==> src/rtl/debounce_edge_gen.sv <==
// -----------------------------------------------------------------------------
// debounce_edge_gen
//
// Conditions a raw, asynchronous, bouncing switch or button signal for the
// D flip-flop stages downstream. The raw input goes through a synchronizer
// chain and is then debounced. A new level is accepted only after it has been
// seen for STABLE_CNT consecutive synchronized samples. The block delivers a
// clean level plus one-cycle rise and fall pulses.
//
// All outputs are registered on posedge clk, except busy. busy is a decode of
// the state register, so it is also free of input glitches. A consumer that
// samples on negedge therefore sees stable values.
//
// Parameters
//   SYNC_STAGES  number of synchronizer flops on din_raw (2..4)
//   STABLE_CNT   consecutive samples of the new value needed to accept it
//                (2..2**CNT_W-1)
//   CNT_W        stability counter width
//
// Ports
//   clk      clock, all state updates on its rising edge
//   rst      synchronous, active-high reset
//   din_raw  raw asynchronous switch input
//   dout     debounced level
//   rise     one-cycle pulse when dout goes 0->1
//   fall     one-cycle pulse when dout goes 1->0
//   busy     high while a candidate transition is being qualified
//   state_o  current FSM state
// -----------------------------------------------------------------------------
module debounce_edge_gen #(
   parameter int SYNC_STAGES = 2,
   parameter int STABLE_CNT  = 4,
   parameter int CNT_W       = 4
) (
   input  logic       clk,
   input  logic       rst,
   input  logic       din_raw,
   output logic       dout,
   output logic       rise,
   output logic       fall,
   output logic       busy,
   output logic [1:0] state_o
);

   typedef enum logic [1:0] {
      IDLE_LOW  = 2'b00,
      CHK_HIGH  = 2'b01,
      IDLE_HIGH = 2'b11,
      CHK_LOW   = 2'b10
   } state_t;

   // Counter value on the edge that completes a qualification.
   localparam logic [CNT_W-1:0] CNT_LAST = CNT_W'(STABLE_CNT - 1);

   // ------------------------------------------------------------------
   // Synchronizer chain. Only its last stage is visible to the FSM.
   // ------------------------------------------------------------------
   logic [SYNC_STAGES-1:0] sync_reg;
   logic [SYNC_STAGES-1:0] sync_next;
   logic                   s;

   assign sync_next[0] = din_raw;

   genvar gi;
   generate
      for (gi = 1; gi < SYNC_STAGES; gi++) begin : g_sync
         assign sync_next[gi] = sync_reg[gi-1];
      end
   endgenerate

   always_ff @(posedge clk) begin
      if (rst) begin
         sync_reg <= '0;
      end else begin
         sync_reg <= sync_next;
      end
   end

   assign s = sync_reg[SYNC_STAGES-1];

   // ------------------------------------------------------------------
   // Debounce FSM
   // ------------------------------------------------------------------
   state_t           state_reg, state_next;
   logic [CNT_W-1:0] cnt_reg,   cnt_next;
   logic             dout_reg,  dout_next;
   logic             rise_reg,  rise_next;
   logic             fall_reg,  fall_next;

   // State register. The registered outputs live here as well.
   always_ff @(posedge clk) begin
      if (rst) begin
         state_reg <= IDLE_LOW;
         cnt_reg   <= '0;
         dout_reg  <= 1'b0;
         rise_reg  <= 1'b0;
         fall_reg  <= 1'b0;
      end else begin
         state_reg <= state_next;
         cnt_reg   <= cnt_next;
         dout_reg  <= dout_next;
         rise_reg  <= rise_next;
         fall_reg  <= fall_next;
      end
   end

   // Next-state and counter logic. The counter only runs in the CHK states.
   // It leaves those states on the edge where it equals CNT_LAST, so it can
   // neither exceed that value nor wrap.
   always_comb begin
      state_next = state_reg;
      cnt_next   = '0;
      unique case (state_reg)
         IDLE_LOW: begin
            if (s) begin
               state_next = CHK_HIGH;
               cnt_next   = CNT_W'(1);
            end
         end
         CHK_HIGH: begin
            if (!s) begin
               state_next = IDLE_LOW;
            end else if (cnt_reg == CNT_LAST) begin
               state_next = IDLE_HIGH;
            end else begin
               cnt_next = cnt_reg + CNT_W'(1);
            end
         end
         IDLE_HIGH: begin
            if (!s) begin
               state_next = CHK_LOW;
               cnt_next   = CNT_W'(1);
            end
         end
         CHK_LOW: begin
            if (s) begin
               state_next = IDLE_HIGH;
            end else if (cnt_reg == CNT_LAST) begin
               state_next = IDLE_LOW;
            end else begin
               cnt_next = cnt_reg + CNT_W'(1);
            end
         end
         default: begin
            state_next = IDLE_LOW;
         end
      endcase
   end

   // Output logic. The pulses default low and are raised only on the edge
   // that completes a qualification, so each pulse lasts exactly one cycle.
   // Rise and fall come from different states, so they are never high together.
   always_comb begin
      dout_next = dout_reg;
      rise_next = 1'b0;
      fall_next = 1'b0;
      unique case (state_reg)
         CHK_HIGH: begin
            if (s && cnt_reg == CNT_LAST) begin
               dout_next = 1'b1;
               rise_next = 1'b1;
            end
         end
         CHK_LOW: begin
            if (!s && cnt_reg == CNT_LAST) begin
               dout_next = 1'b0;
               fall_next = 1'b1;
            end
         end
         default: begin
         end
      endcase
   end

   assign busy    = (state_reg == CHK_HIGH) || (state_reg == CHK_LOW);
   assign dout    = dout_reg;
   assign rise    = rise_reg;
   assign fall    = fall_reg;
   assign state_o = state_reg;

endmodule

==> config.mk <==
export PLATFORM = sky130hd
export DESIGN_NAME = debounce_edge_gen
export DESIGN_NICKNAME = d
export VERILOG_FILES = /design/src/rtl/debounce_edge_gen.sv
export SDC_FILE = /design/constraint.sdc
export NUM_CORES = 1
export LEC_CHECK = 0
export CORE_MARGIN = 10
export CORE_UTILIZATION = 34
export CTS_CLUSTER_SIZE = 25
export DETAILED_ROUTE_END_ITERATION = 10
export GPL_TIMING_DRIVEN = 0
export PLACE_DENSITY_LB_ADDON = 0.08
export REMOVE_ABC_BUFFERS = 1
export SYNTH_ARGS = -nofsm -noshare
export SYNTH_HDL_FRONTEND = slang
export SYNTH_SLANG_ARGS = --single-unit
==> constraint.sdc <==
create_clock -name clk -period 3.7 [get_ports clk]
set_clock_uncertainty 0.15 [all_clocks]
set_input_delay 0.925 -clock clk [delete_from_list [all_inputs] [get_ports clk]]
set_output_delay 0.925 -clock clk [all_outputs]
set_load 0.01 [all_outputs]
==> results.tsv, run 1 <==
stage	metric	value	unit
sta	Hold Fails Final Rpt	0	
cts	CTS max path bufs	2	
finish	fin nets	78	
logic_synthesis	Mapped Cells	60	
detailed_routing	antenna-violating nets left	0	
power	PwrDens	441	nW/um2
placed_design	GPL Wtd Cong	0.744	
outcome	status	finished, final reports clean	
cts	Num CTS Buffers	3	
detailed_routing	total wire length	974	um
global_route	total global-route track usage	6.27	%
detailed_routing	# DRC	0	
logic_synthesis	synthesized flop and latch total	11	
floorplan	Initial Util	36.1	%
detailed_routing	DR WL/cell	11.5	um
finish	Ant. Diodes	0	
finish	max reg flops	4	
sta	RSZ-0062 raised after global routing	no	
power	Worst VDD drop	0.199	mV
floorplan	die area	3600	um2
floorplan	CORE AREA	1510	um2
setup_path	critical path endpoint category	output pin	
placed_design	I/O Buffers	8	
sta	# setup viols final	0	
detailed_routing	DR vias	413	
detailed_routing	DR pass1 iterations	3	
global_route	final global-route overflow total	0	
sta	final worst setup slack	0.991	ns
setup_path	Critical Path RT	2.62	ns
sta	Max Clk Rate	369	MHz
setup_path	crit path kind	flop to output pin	
global_route	first-pass GRT wire length	1680	um
finish	layout cell share with drive strength beyond 1	5.80	%
power	LEAKAGE	0.229	nW
sta	Final Critical Period	2.71	ns
logic_synthesis	Mapped Area	544	um2
setup_path	critical path launch point type	flop	
logic_synthesis	post-synthesis sequential area ratio	40.5	%
sta	post-route setup TNS	0	ns
setup_path	CP Max Fanout	4	
detailed_routing	DRT iter0 DRCs	4	
finish	synth-to-layout area growth	20.9	%
floorplan	Die X	60.0	um
logic_synthesis	Distinct cells, synth	28	
placed_design	dpl ws	1.26	ns
sta	Slew Limit Fails	0	
placed_design	post-DP HPWL	711	um
global_route	pin count of the biggest net entering global routing	12	
cts	clk sinks	11	
cts	CTS tree	done	
sta	worst rel slew slack	72.6	%
floorplan	Boundary Pins	9	
cts	post_cts resized	0	
logic_synthesis	number of synthesized flops with an enable pin	0	
cts	Clk Latency, worst-skew pair	0.27	ns
global_route	initial antenna violation count	0	
logic_synthesis	ys async rst share	0	%
logic_synthesis	Avg Cell Area, Syn	9.07	um2
job	Max Cap Violations	0	
sta	final worst-path cycle share	73.2	%
cts	root buffer cell	clkbuf_4	
worst_hold_path	Hold/Removal Path Class	flop to flop	
setup_path	Critical Path AT	1.63	ns
logic_synthesis	top_reg_cell synth	dfxtp_1	
cts	cts-stage hold buffer count	0	
global_route	vias in the first global route	397	
sta	Tightest Pin Transition	0.410	ns
floorplan	Die H	60.0	um
cts	CTS H-tree lvls	1	
logic_synthesis	Synthesis Warnings	0	
detailed_routing	routed vias/inst	4.86	
cts	clock-pin slew on the worst setup and hold paths	0.07	ns
floorplan	cell row count	14	
cts	Setup Fix Bufs, Post-CTS	0	
logic make-up (layout without fill, tap and decap cells):
logic type	after synthesis	count (layout)	synth area share (%)
xor+xnor	1	1	1.61
mux	2	2	3.91
simple gates	21	21	21.8
compound gates	13	13	15.6
buf+inv	7	16	5.06
fa+ha+maj	5	5	11.5
flops	11	11	40.5
stage by stage:
stage | cells | total power [mW] | util [%] | instance area [um2] | hold slack, ns
after CTS | 85 | 0.297 | 43.7 | 658 | 0.307
after global routing | 85 | 0.311 | 43.7 | 658 | 0.322
after global placement | 81 | 0.213 | 41.9 | 632 | 0.289
final | 85 | 0.290 | 43.7 | 658 | 0.297
after floorplan | 57 | 0.184 | - | 532 | 0.264
after detailed placement | 81 | 0.212 | 41.9 | 632 | 0.291
critical path: stages, from the launching register on:
cell	delay, ns
dfxtp_1	0.39
inv_1	0.09
ha_1	0.33
clkdlybuf4s50_1	0.55
placed cells by master (no fill, tap or decap), types with 2 or more instances in the layout:
| cell | count |
|---|---|
| nor2b_1 | 3 |
| nor2_1 | 6 |
| ha_1 | 5 |
| inv_1 | 4 |
| a21oi_1 | 5 |
| clkdlybuf4s50_1 | 8 |
| o21ai_0 | 2 |
| dfxtp_1 | 11 |
| clkbuf_4 | 3 |
| nand2b_1 | 2 |
| nor3_1 | 2 |
final timing paths:
| check | from | end | slack (ns) | depth (start not counted) |
|---|---|---|---|---|
| max | state_o[1] | busy | 0.99 | 3 |
| min | sync_reg[0] | sync_reg[1] | 0.30 | 1 |
| max reg2reg | state_o[0] | state_o[0] | 1.69 | 6 |
| min reg2reg | sync_reg[0] | sync_reg[1] | 0.30 | 1 |
final cells by class:
| cell class | instances | area (um2) |
|---|---|---|
| tap | 16 | 20.0 |
| clock buffer | 4 | 26.3 |
| timing repair buffer | 8 | 80.1 |
| multi-input combinational | 42 | 297 |
| fill | 149 | 848 |
| inverter | 4 | 15.0 |
| sequential | 11 | 220 |
cells in the mapped netlist (2+ instances only):
cell | number | area (um2)
a21oi_1 | 5 | 25.0
clkbuf_1 | 2 | 7.51
dfxtp_1 | 11 | 220
ha_1 | 5 | 62.6
inv_1 | 4 | 15.0
nand2b_1 | 2 | 12.5
nor2_1 | 6 | 22.5
nor2b_1 | 3 | 18.8
nor3_1 | 2 | 10.0
o21ai_0 | 2 | 10.0
routing by layer:
layer	GRT usage (%)	part of all wire, %	up-vias	wire [um]
met5	0	0	-	0
met4	2.88	1.0	0	10
met3	4.24	8.2	2	80
met2	8.82	37	10	361
met1	7.08	54	173	522
li1	-	-	228	-
report_power, final:
group | switching, mW | internal (mW)
logic | 0.0379 | 0.0381
clock network | 0.0397 | 0.0417
registers | 0.00715 | 0.126
total | 0.0847 | 0.206
Power figures use the tool's default switching activity.
==> inputs of run 2 (changes only) <==
==> constraint.sdc (replaced) <==
create_clock -name clk -period 2.6 [get_ports clk]
set_clock_uncertainty 0.15 [all_clocks]
set_input_delay 0.65 -clock clk [delete_from_list [all_inputs] [get_ports clk]]
set_output_delay 0.65 -clock clk [all_outputs]
set_load 0.01 [all_outputs]
==> results of run 2 <==
Same layout as run 1 (identical final DEF). Status: finished, final reports clean.
Among the figures that moved: setup slack after placement 1.26 ns -> 0.431 ns; setup slack after layout 0.991 ns -> 0.166 ns; register-to-register setup slack 1.69 ns -> 0.59 ns; total power 0.290 mW -> 0.413 mW; worst IR drop on VDD 0.199 mV -> 0.283 mV
